[src/rtl/tdc_enc_pkg.sv]
// Shared constants for the FPMROC TDC encoder chain: delay-line width, fine-code
// width and the bit layout of the packed timestamp {err, coarse, fine}.
package tdc_enc_pkg;
    localparam int TDL_W      = 11;
    localparam int FINE_W     = 4;
    localparam logic [FINE_W-1:0] FINE_NONE = 4'hF;
    localparam int FINE_LSB   = 0;
    localparam int COARSE_LSB = 4;

    function automatic int err_bit(input int coarse_w);
        return COARSE_LSB + coarse_w;
    endfunction
endpackage

[src/rtl/find_one.sv]
// Delay-line priority encoder: index of the lowest set bit of the sampled word,
// FINE_NONE when no bit is set.
module find_one
    import tdc_enc_pkg::*;
(
    input  logic [TDL_W-1:0]  din_i,
    output logic [FINE_W-1:0] pos_o
);
    always_comb begin
        pos_o = FINE_NONE;
        for (int i = TDL_W - 1; i >= 0; i--) begin
            if (din_i[i]) pos_o = FINE_W'(i);
        end
    end
endmodule

[src/rtl/tdc_evt_fifo.sv]
// Synchronous show-ahead FIFO for packed timestamps. Head entry is presented
// combinationally; when empty the output holds the last word popped.
module tdc_evt_fifo #(
    parameter int W     = 15,
    parameter int DEPTH = 4
) (
    input  logic         clk,
    input  logic         rst_n,
    input  logic         wr_i,
    input  logic [W-1:0] wdata_i,
    output logic         wr_ok_o,
    input  logic         rd_i,
    output logic [W-1:0] rdata_o,
    output logic         valid_o,
    output logic         full_o
);
    localparam int AW = $clog2(DEPTH);

    logic [W-1:0]  mem_q [DEPTH];
    logic [W-1:0]  last_q;
    logic [AW:0]   wr_ptr_q, wr_ptr_d, rd_ptr_q, rd_ptr_d;
    logic          valid_q, valid_d, full_q, full_d;
    logic          rd_fire, wr_fire;

    // A write into a full FIFO is still taken when the head leaves this cycle.
    assign rd_fire = rd_i & valid_q;
    assign wr_fire = wr_i & (~full_q | rd_fire);

    always_comb begin
        wr_ptr_d = wr_fire ? wr_ptr_q + {{AW{1'b0}}, 1'b1} : wr_ptr_q;
        rd_ptr_d = rd_fire ? rd_ptr_q + {{AW{1'b0}}, 1'b1} : rd_ptr_q;
        valid_d  = (wr_ptr_d != rd_ptr_d);
        full_d   = (wr_ptr_d[AW] != rd_ptr_d[AW]) &&
                   (wr_ptr_d[AW-1:0] == rd_ptr_d[AW-1:0]);
    end

    always_ff @(posedge clk or negedge rst_n) begin
        if (!rst_n) begin
            wr_ptr_q <= '0;
            rd_ptr_q <= '0;
            valid_q  <= 1'b0;
            full_q   <= 1'b0;
            last_q   <= '0;
            for (int i = 0; i < DEPTH; i++) mem_q[i] <= '0;
        end else begin
            wr_ptr_q <= wr_ptr_d;
            rd_ptr_q <= rd_ptr_d;
            valid_q  <= valid_d;
            full_q   <= full_d;
            if (rd_fire) last_q <= mem_q[rd_ptr_q[AW-1:0]];
            if (wr_fire) mem_q[wr_ptr_q[AW-1:0]] <= wdata_i;
        end
    end

    assign rdata_o = valid_q ? mem_q[rd_ptr_q[AW-1:0]] : last_q;
    assign valid_o = valid_q;
    assign full_o  = full_q;
    assign wr_ok_o = wr_fire;
endmodule

[src/rtl/tdc_hit_packer.sv]
// Captures TDL words on hit strobes, encodes the fine code, pairs it with the
// coarse counter and queues {err, coarse, fine}. Optional TDC_BUBBLE_FILTER_EN.
module tdc_hit_packer
    import tdc_enc_pkg::*;
#(
    parameter int COARSE_W = 10,
    parameter int DEPTH    = 4,
    parameter int OVF_W    = 8
) (
    input  logic                         clk,
    input  logic                         rst_n,
    input  logic                         en_i,
    input  logic                         hit_i,
    input  logic [TDL_W-1:0]             tdl_i,
    output logic [err_bit(COARSE_W):0]   dout_o,
    output logic                         dout_valid_o,
    input  logic                         dout_ready_i,
    output logic [OVF_W-1:0]             ovf_cnt_o,
    output logic                         full_o
);
    localparam int OUT_W = err_bit(COARSE_W) + 1;

    function automatic logic [OVF_W-1:0] sat_inc(input logic [OVF_W-1:0] v);
        return (&v) ? v : v + {{(OVF_W-1){1'b0}}, 1'b1};
    endfunction

    logic [COARSE_W-1:0] coarse_q;
    logic [TDL_W-1:0]    tdl_p0_q;
    logic [COARSE_W-1:0] crs_p0_q;
    logic                vld_p0_q;
    logic [TDL_W-1:0]    enc_tdl;
    logic [COARSE_W-1:0] enc_crs;
    logic                enc_vld;
    logic [FINE_W-1:0]   fine_raw;
    logic                err;
    logic [OUT_W-1:0]    word_p1_q, word_p1_d;
    logic                vld_p1_q;
    logic                wr_ok;
    logic [OVF_W-1:0]    ovf_q;

    // S0: capture word and pre-increment coarse value
    always_ff @(posedge clk or negedge rst_n) begin
        if (!rst_n) begin
            coarse_q <= '0;
            tdl_p0_q <= '0;
            crs_p0_q <= '0;
            vld_p0_q <= 1'b0;
        end else begin
            if (en_i) coarse_q <= coarse_q + {{(COARSE_W-1){1'b0}}, 1'b1};
            vld_p0_q <= hit_i & en_i;
            if (hit_i & en_i) begin
                tdl_p0_q <= tdl_i;
                crs_p0_q <= coarse_q;
            end
        end
    end

`ifdef TDC_BUBBLE_FILTER_EN
    logic [TDL_W-1:0]    tdl_pf_q;
    logic [COARSE_W-1:0] crs_pf_q;
    logic                vld_pf_q;

    // Filter stage: a bit survives only if the bit above it is also set
    always_ff @(posedge clk or negedge rst_n) begin
        if (!rst_n) begin
            tdl_pf_q <= '0;
            crs_pf_q <= '0;
            vld_pf_q <= 1'b0;
        end else begin
            tdl_pf_q <= {tdl_p0_q[TDL_W-1], tdl_p0_q[TDL_W-1:1] & tdl_p0_q[TDL_W-2:0]};
            crs_pf_q <= crs_p0_q;
            vld_pf_q <= vld_p0_q;
        end
    end

    assign enc_tdl = tdl_pf_q;
    assign enc_crs = crs_pf_q;
    assign enc_vld = vld_pf_q;
`else
    assign enc_tdl = tdl_p0_q;
    assign enc_crs = crs_p0_q;
    assign enc_vld = vld_p0_q;
`endif

    find_one u_find_one (
        .din_i (enc_tdl),
        .pos_o (fine_raw)
    );

    assign err       = (enc_tdl == '0);
    assign word_p1_d = {err, enc_crs, err ? FINE_NONE : fine_raw};

    // S1: packed word register
    always_ff @(posedge clk or negedge rst_n) begin
        if (!rst_n) begin
            word_p1_q <= '0;
            vld_p1_q  <= 1'b0;
        end else begin
            word_p1_q <= word_p1_d;
            vld_p1_q  <= enc_vld;
        end
    end

    // S2: FIFO write; refused writes count as dropped hits
    tdc_evt_fifo #(
        .W     (OUT_W),
        .DEPTH (DEPTH)
    ) u_fifo (
        .clk     (clk),
        .rst_n   (rst_n),
        .wr_i    (vld_p1_q),
        .wdata_i (word_p1_q),
        .wr_ok_o (wr_ok),
        .rd_i    (dout_ready_i),
        .rdata_o (dout_o),
        .valid_o (dout_valid_o),
        .full_o  (full_o)
    );

    always_ff @(posedge clk or negedge rst_n) begin
        if (!rst_n)                 ovf_q <= '0;
        else if (vld_p1_q & ~wr_ok) ovf_q <= sat_inc(ovf_q);
    end

    assign ovf_cnt_o = ovf_q;
endmodule
[config.mk]
export PLATFORM = sky130hd
export DESIGN_NAME = tdc_hit_packer
export DESIGN_NICKNAME = d
export VERILOG_FILES = /design/src/rtl/tdc_enc_pkg.sv /design/src/rtl/find_one.sv /design/src/rtl/tdc_evt_fifo.sv /design/src/rtl/tdc_hit_packer.sv
export SDC_FILE = /design/constraint.sdc
export NUM_CORES = 1
export LEC_CHECK = 0
export CAP_MARGIN = 25
export CORE_ASPECT_RATIO = 2
export CORE_UTILIZATION = 58
export CTS_BUF_LIST = sky130_fd_sc_hd__clkbuf_16
export CTS_CLUSTER_DIAMETER = 50
export CTS_CLUSTER_SIZE = 20
export DETAILED_ROUTE_END_ITERATION = 8
export PLACE_DENSITY = 0.79
export SLEW_MARGIN = 5
export SYNTH_ARGS = -nofsm -noshare
export SYNTH_HDL_FRONTEND = slang
export SYNTH_SLANG_ARGS = --single-unit
[constraint.sdc]
create_clock -name clk -period 2.4 [get_ports clk]
set_input_delay 0.36 -clock clk [delete_from_list [all_inputs] [get_ports clk]]
set_output_delay 0.36 -clock clk [all_outputs]
set_load 0.005 [all_outputs]
==> results.md, run 1 <==
* Status: complete, no violations
* Worst-Skew Late Latency at just over 0.4 ns
* Tcrit/Tclk final at ~99%
* Global Route Usage Sum at approximately a quarter
* R2R Path Start: u_fifo.valid_o
* Startpoint Class: flip-flop
* Area of the multi-input gates at ~2300 µm²
* Max Fclk at 0.422 GHz
* Final Wtd Congestion at roughly 0.75
* Post-layout instance area at 7370 µm²
* Number of cells produced by synthesis at 382
* Cts bufs inserted at 17
* Flop pwr share at 39.7%
* DRC violations left at 0
* Post-synthesis cell type count at 37
* DP HPWL at 7.08 mm
* Clock skew at 0.00650 ns
* Routed WL per cell at 19.1 µm
* Post-DRT Antenna Nets at 0
* Worst Path Arrival at 2.01 ns
* Cell Area, Synth at slightly below 6000 µm²
* Post-synth top area cell: dfrtp_1
* Setup crit end: dout_o[4]
* Sw Ratio at roughly 28%
* Placed inst area at around 6600 µm²
* CTS tree: yes
* Syn_area_per_cell at 15.4 µm²
* Post-synth top area share at about three fifths
* Most used DFF post-synth: dfrtp_1
* Number of flops mapped to enable cells by yosys at 0
* Vias in the first global route at 3819
* Syn. warnings at 0
* Kind of critical path: reg2out
* Crit end category: output port
* FFs w/ async S/R, synth at 100%
* Slew margin rel. at 60.1%
* Clock Sink Count at 139
* Pin count of the biggest net entering global routing at 65
* Fin nets at 479
* DR vias at between 3000 and 4000
* Hold Crit Class: reg2reg
* Cell-internal power at about 6.3 mW
* H-tree levels at 4
* Final setup fails at 0
* CP required at 2.04 ns
* Logic pwr share at between 30% and 40%
* Die width at around 73 µm
* Routed vias/inst at 5.65
* Row count at ~50
* First-pass GRT wire length at ~19 mm
* NetSw at 2.49 mW
* Clock power share at 29.6%
* Layout overhead on the synthesized area at 25.0%
* Final Hold Viols at 0
* R2R setup slack at ~0.43 ns
* Max Root-Sink Buffers at 2
* I/O pin count at 41
* Die Y at between 100 and 150 µm
* Clk slew on worst S/H paths at ~0.060 ns
* # placed instances at 553
* FF+latch area at about 3500 µm²
* Core footprint at 9830 µm²
* Count of non-filler cells in the finished layout at 601
* Port Buffers at 40
* Min Tclk post-route at 2.37 ns
* Synthesized flop and latch total at roughly 140
* Leak Pwr at 3.50 nW
* RSZ-0062 raised after global routing: yes
* Pwr dens at 1200 nW/µm²
* Die area at 10600 µm²
* # Max-Cap Violations at 0
* CTS Root Cell: clkbuf_16
* Share of layout cells above drive strength 1 at 45.2%
* Worst-path fanout max at 3
* Routed wire length at ~11 mm
* Setup crit start: u_fifo.rd_ptr_q[0]
* Mapped Nets at 405
* Top post-synthesis cells by area: dfrtp_1 59%, mux2_2 22%, mux4_2 5.7%, xnor2_1 2.4%, ha_1 1.5%
* Power consumption at 8.82 mW
* Reg-to-reg endpoint: u_fifo.mem_q[43]
* Synth top cells by count: 139 x dfrtp_1, 114 x mux2_2, 16 x xnor2_1, 15 x mux4_2, 15 x nand2_1
* Maximum vdd drop at 0.766 mV
* Drt pass-1 iters at 4
* Sequential-to-total area share from yosys stat at 59.0%
* Most frequent cell after synthesis: dfrtp_1
* Aggregate global routing overflow at 0
* Initial Util at 60.0%
* Fin. max-slew vios at 0
* 1st-iter DRT viols at 143
* Initial antenna violation count at 0
* Worst slew pin tran at 0.599 ns
* Fill cells at 634
* Ant diodes at 0
* Reg2Reg Depth at 5
registers in the layout, summed over array words and instances (netlist names):
signal           count
ovf_cnt_o            8
u_fifo.valid_o       1
u_fifo.rd_ptr_q      3
enc_vld              1
word_p1_q           15
u_fifo.last_q       15
u_fifo.full_o        1
coarse_q            10
u_fifo.wr_ptr_q      3
vld_p1_q             1
crs_p0_q            10
u_fifo.mem_q        60
enc_tdl             11
cell type report:
cell class                      count  area share, %
Clock buffer                       17           5.77
Clock inverter                     15           2.34
Inverter                            6          0.306
Multi-Input combinational cell    223           31.9
Sequential cell                   139           47.2
Tap cell                          132           2.24
Timing Repair Buffer               69           10.2
critical path: stages, from the launching register on:
cell       delay, ns
dfrtp_2         0.42
clkbuf_16       0.16
buf_6           0.10
mux4_2          0.53
mux2_4          0.28
clkbuf_2        0.11
power groups by stage:
stage | registers, mW | clock network (mW) | logic, mW
2_1_floorplan | 3.33 | 0 | 1.57
3_3_place_gp | 3.44 | 0 | 2.27
3_5_place_dp | 3.50 | 0 | 2.33
4_1_cts | 3.49 | 2.66 | 2.67
5_1_grt | 3.57 | 2.79 | 2.90
6_report | 3.50 | 2.61 | 2.70
repair_timing:
action,4_1_cts,5_1_grt
setup endpoints to repair,15,15
hold buffers,1,0
setup buffers,14,2
resized for setup,82,7
cloned,1,0
hold endpoints to repair,61,0
worst min-delay path by stage:
stage,from,to,slack (ns),depth (start not counted)
after floorplan,rst_n,coarse_q[0],0.06,0
after global placement,enc_vld,vld_p1_q,0.35,0
after detailed placement,enc_vld,vld_p1_q,0.34,0
after CTS,enc_vld,vld_p1_q,0.36,0
after global routing,crs_p0_q[9],word_p1_q[13],0.38,0
final,enc_vld,vld_p1_q,0.36,0
layout by cell type (no fill, tap or decap), types with 3 or more instances in the layout:
| master | synthesis | routed |
|---|---|---|
| clkinvlp_4 | 0 | 4 |
| inv_6 | 0 | 3 |
| xor2_1 | 3 | 3 |
| buf_6 | 5 | 13 |
| clkbuf_16 | 0 | 18 |
| nand3_1 | 6 | 6 |
| buf_12 | 0 | 10 |
| buf_2 | 3 | 7 |
| nor3_1 | 4 | 4 |
| mux2_2 | 114 | 99 |
| inv_1 | 6 | 6 |
| mux4_2 | 15 | 15 |
| nand2b_1 | 3 | 3 |
| nand4_1 | 4 | 4 |
| ha_1 | 7 | 7 |
| and3_1 | 7 | 7 |
| nor2_1 | 4 | 4 |
| clkdlybuf4s50_1 | 0 | 24 |
| buf_4 | 2 | 12 |
| mux2_4 | 0 | 15 |
| nand2_2 | 3 | 3 |
| nand2_1 | 15 | 15 |
| xnor2_1 | 16 | 16 |
| dfrtp_1 | 139 | 138 |
| bufinv_16 | 0 | 3 |
per-layer routing:
| metal | wire length, µm | track usage, % | vias up |
|---|---|---|---|
| met5 | 0 | 0 | - |
| met4 | 214 | 10.4 | 0 |
| met3 | 380 | 6.62 | 16 |
| met2 | 6650 | 45.1 | 76 |
| met1 | 4240 | 26.9 | 1786 |
| li1 | - | - | 1519 |
per-stage QoR:
| stage | utilization (%) | hold WS (ns) | setup slack [ns] | TNS [ns] |
|---|---|---|---|---|
| final | 75.0 | 0.357 | 0.0298 | 0 |
| after floorplan | - | 0.0644 | 0.565 | 0 |
| after CTS | 74.9 | 0.358 | -0.0613 | -0.141 |
| after global routing | 75.0 | 0.382 | -0.0197 | -0.0593 |
| after detailed placement | 66.9 | 0.341 | 0.182 | 0 |
| after global placement | 66.9 | 0.348 | 0.177 | 0 |
cell families after synthesis:
kind of cell / Yosys count / share of synthesized area [%]
and+or+nand+nor: 53 / 4.80
buffers and inverters: 20 / 2.10
xor gates and xnor gates: 20 / 3.10
muxes: 130 / 27.7
AOI/OAI and AO/OA: 13 / 1.85
adders and majority gates: 7 / 1.49
DFF: 139 / 59.0
Note: power is estimated with default switching activity, not from simulation.
==> run 2: changes to the inputs <==
--- a/config.mk
+++ b/config.mk
@@ -6,7 +6,6 @@
 export NUM_CORES = 1
 export LEC_CHECK = 0
 export CAP_MARGIN = 25
-export CORE_ASPECT_RATIO = 2
 export CORE_UTILIZATION = 58
 export CTS_BUF_LIST = sky130_fd_sc_hd__clkbuf_16
 export CTS_CLUSTER_DIAMETER = 50
==> results.md, run 2 (synthesized netlist as in run 1, its figures left out) <==
* Max Fclk at approximately 0.42 GHz
* Clk slew on worst S/H paths at 0.06 ns
* RSZ-0062 raised after global routing: yes
* Kind of critical path: reg2out
* Routed wire length at 10.8 mm
* Final Wtd Congestion at ~0.80
* Commonest non-fill, non-tap cell in the layout: dfrtp_1
* CP required at 2.04 ns
* Largest registers: u_fifo.mem_q (60), u_fifo.last_q (15), word_p1_q (15)
* DP HPWL at 6.62 mm
* Fill cells at about 640
* Post-layout instance area at 7230 µm²
* H-tree levels at 4
* Aggregate global routing overflow at 0
* Final WS setup at -0.00187 ns
* Ant diodes at 0
* Leak Pwr at 3.44 nW
* 1st-iter DRT viols at 83
* Fin Setup TNS at -0.00187 ns
* Routed vias/inst at ~5.6
* DR vias at between 3000 and 4000
* CTS Root Cell: clkbuf_16
* Worst-path fanout max at 5
* Pin count of the biggest net entering global routing at 63
* Startpoint Class: flip-flop
* Routed WL per cell at 18.1 µm
* Status: complete, but fails checks
* Global Route Usage Sum at 23.2%
* Die Y at 103 µm
* Final Hold Viols at 0
* Die width at 103 µm
* Port Buffers at 40
* CTS tree: yes
* Placed inst area at 6490 µm²
* Count of non-filler cells in the finished layout at 595
* Initial Util at 60.0%
* Failing checks: negative setup slack
* Power consumption at roughly 8.6 mW
* Max Root-Sink Buffers at 2
* Row count at 36
* Drt pass-1 iters at 4
* Worst Path Arrival at 2.04 ns
* Final setup fails at 1
* # placed instances at ~550
* Clock skew at 0.00608 ns
* Fin nets at 472
* Crit end category: output port
* Worst-Skew Late Latency at between 0.4 and 0.5 ns
* DRC violations left at 0
* Hold Crit Class: reg2reg
* Worst hold slack at 0.371 ns
* Worst slew pin tran at 0.565 ns
* Layout overhead on the synthesized area at 22.6%
* Share of layout cells above drive strength 1 at 44.2%
* Clock Sink Count at 139
* First-pass GRT wire length at 17.9 mm
* Cts bufs inserted at 17
* Initial antenna violation count at 0
* Post-DRT Antenna Nets at 0
* Slew margin rel. at 62.3%
* Tcrit/Tclk final at 100%
* Core Util, Final at 73.6%
* # Max-Cap Violations at 0
* Core footprint at 9820 µm²
* Max FFs per register at 60
* Pwr dens at around 1200 nW/µm²
* I/O pin count at 41
* Vias in the first global route at 3546
* Min Tclk post-route at 2.40 ns
* Fin. max-slew vios at 0
* Commonest non-fill, non-tap cells in the layout: 139 x dfrtp_1, 100 x mux2_2, 24 x clkdlybuf4s50_1, 17 x clkbuf_16, 16 x xnor2_1
* Maximum vdd drop at 0.521 mV
* Register bank with the most flops: u_fifo.mem_q
* Setup WS pre-CTS at between 0.15 and 0.2 ns
* Die area at 10600 µm²
-- run 2: cell types whose count changed in the layout (fill, tap and decap cells not counted), sizes merged --
cell / delta
buf: -9
inv: -1
clkinv: +3
clkinvlp: -2
clkbuf: +1
clkdlybuf4s15: +1
-- run 2: what timing repair did --
item / in CTS / in global routing
hold endpoints to repair: 59 / 0
hold buffers: 1 / 0
setup endpoints to repair: 15 / 13
cloned: 1 / 1
buffers inserted: 9 / 2
gates resized for setup: 75 / 10
-- run 2: area by class of cell --
type                    count  area, µm²  area share [%]
multi-input cells         223       2350            32.5
inverters                   6       22.5           0.312
repair buffers             62        613            8.48
well taps                 133        166            2.30
clock inverters            15        176            2.44
clock buffers              17        425            5.89
flip-flops and latches    139       3480            48.1
-- run 2: per-layer routing --
layer	GRT usage, %	part of all wire (%)	up-vias
li1	-	-	1514
met1	30.1	44	1756
met2	38.1	51	59
met3	4.88	3.0	16
met4	10.1	1.9	0
met5	0	0	-
-- run 2: worst paths after layout --
| kind | start | endpoint | slack, ns | cells after the start |
|---|---|---|---|---|
| max | u_fifo.rd_ptr_q[0] | dout_o[2] | -0.002 | 5 |
| min | crs_p0_q[7] | word_p1_q[11] | 0.37 | 0 |
| max reg2reg | u_fifo.valid_o | u_fifo.mem_q[40] | 0.32 | 4 |
| min reg2reg | crs_p0_q[7] | word_p1_q[11] | 0.37 | 0 |
| max in group asynchronous | rst_n | coarse_q[5] | 1.19 | 3 |
| min in group asynchronous | rst_n | u_fifo.wr_ptr_q[2] | 0.49 | 2 |
-- run 2: worst max-delay path, cell delays in order (launching register included) --
cell and delay [ns]:
dfrtp_1 0.43, buf_6 0.18, buf_8 0.12, mux4_2 0.51, mux2_4 0.27, buf_2 0.12
-- run 2: where the power goes --
group          leakage, nW  switching [mW]  total [mW]  internal (mW)
Clock                0.294           0.978        2.61           1.63
Combinational         1.34           0.952        2.49           1.54
Sequential            1.80           0.493        3.49           3.00
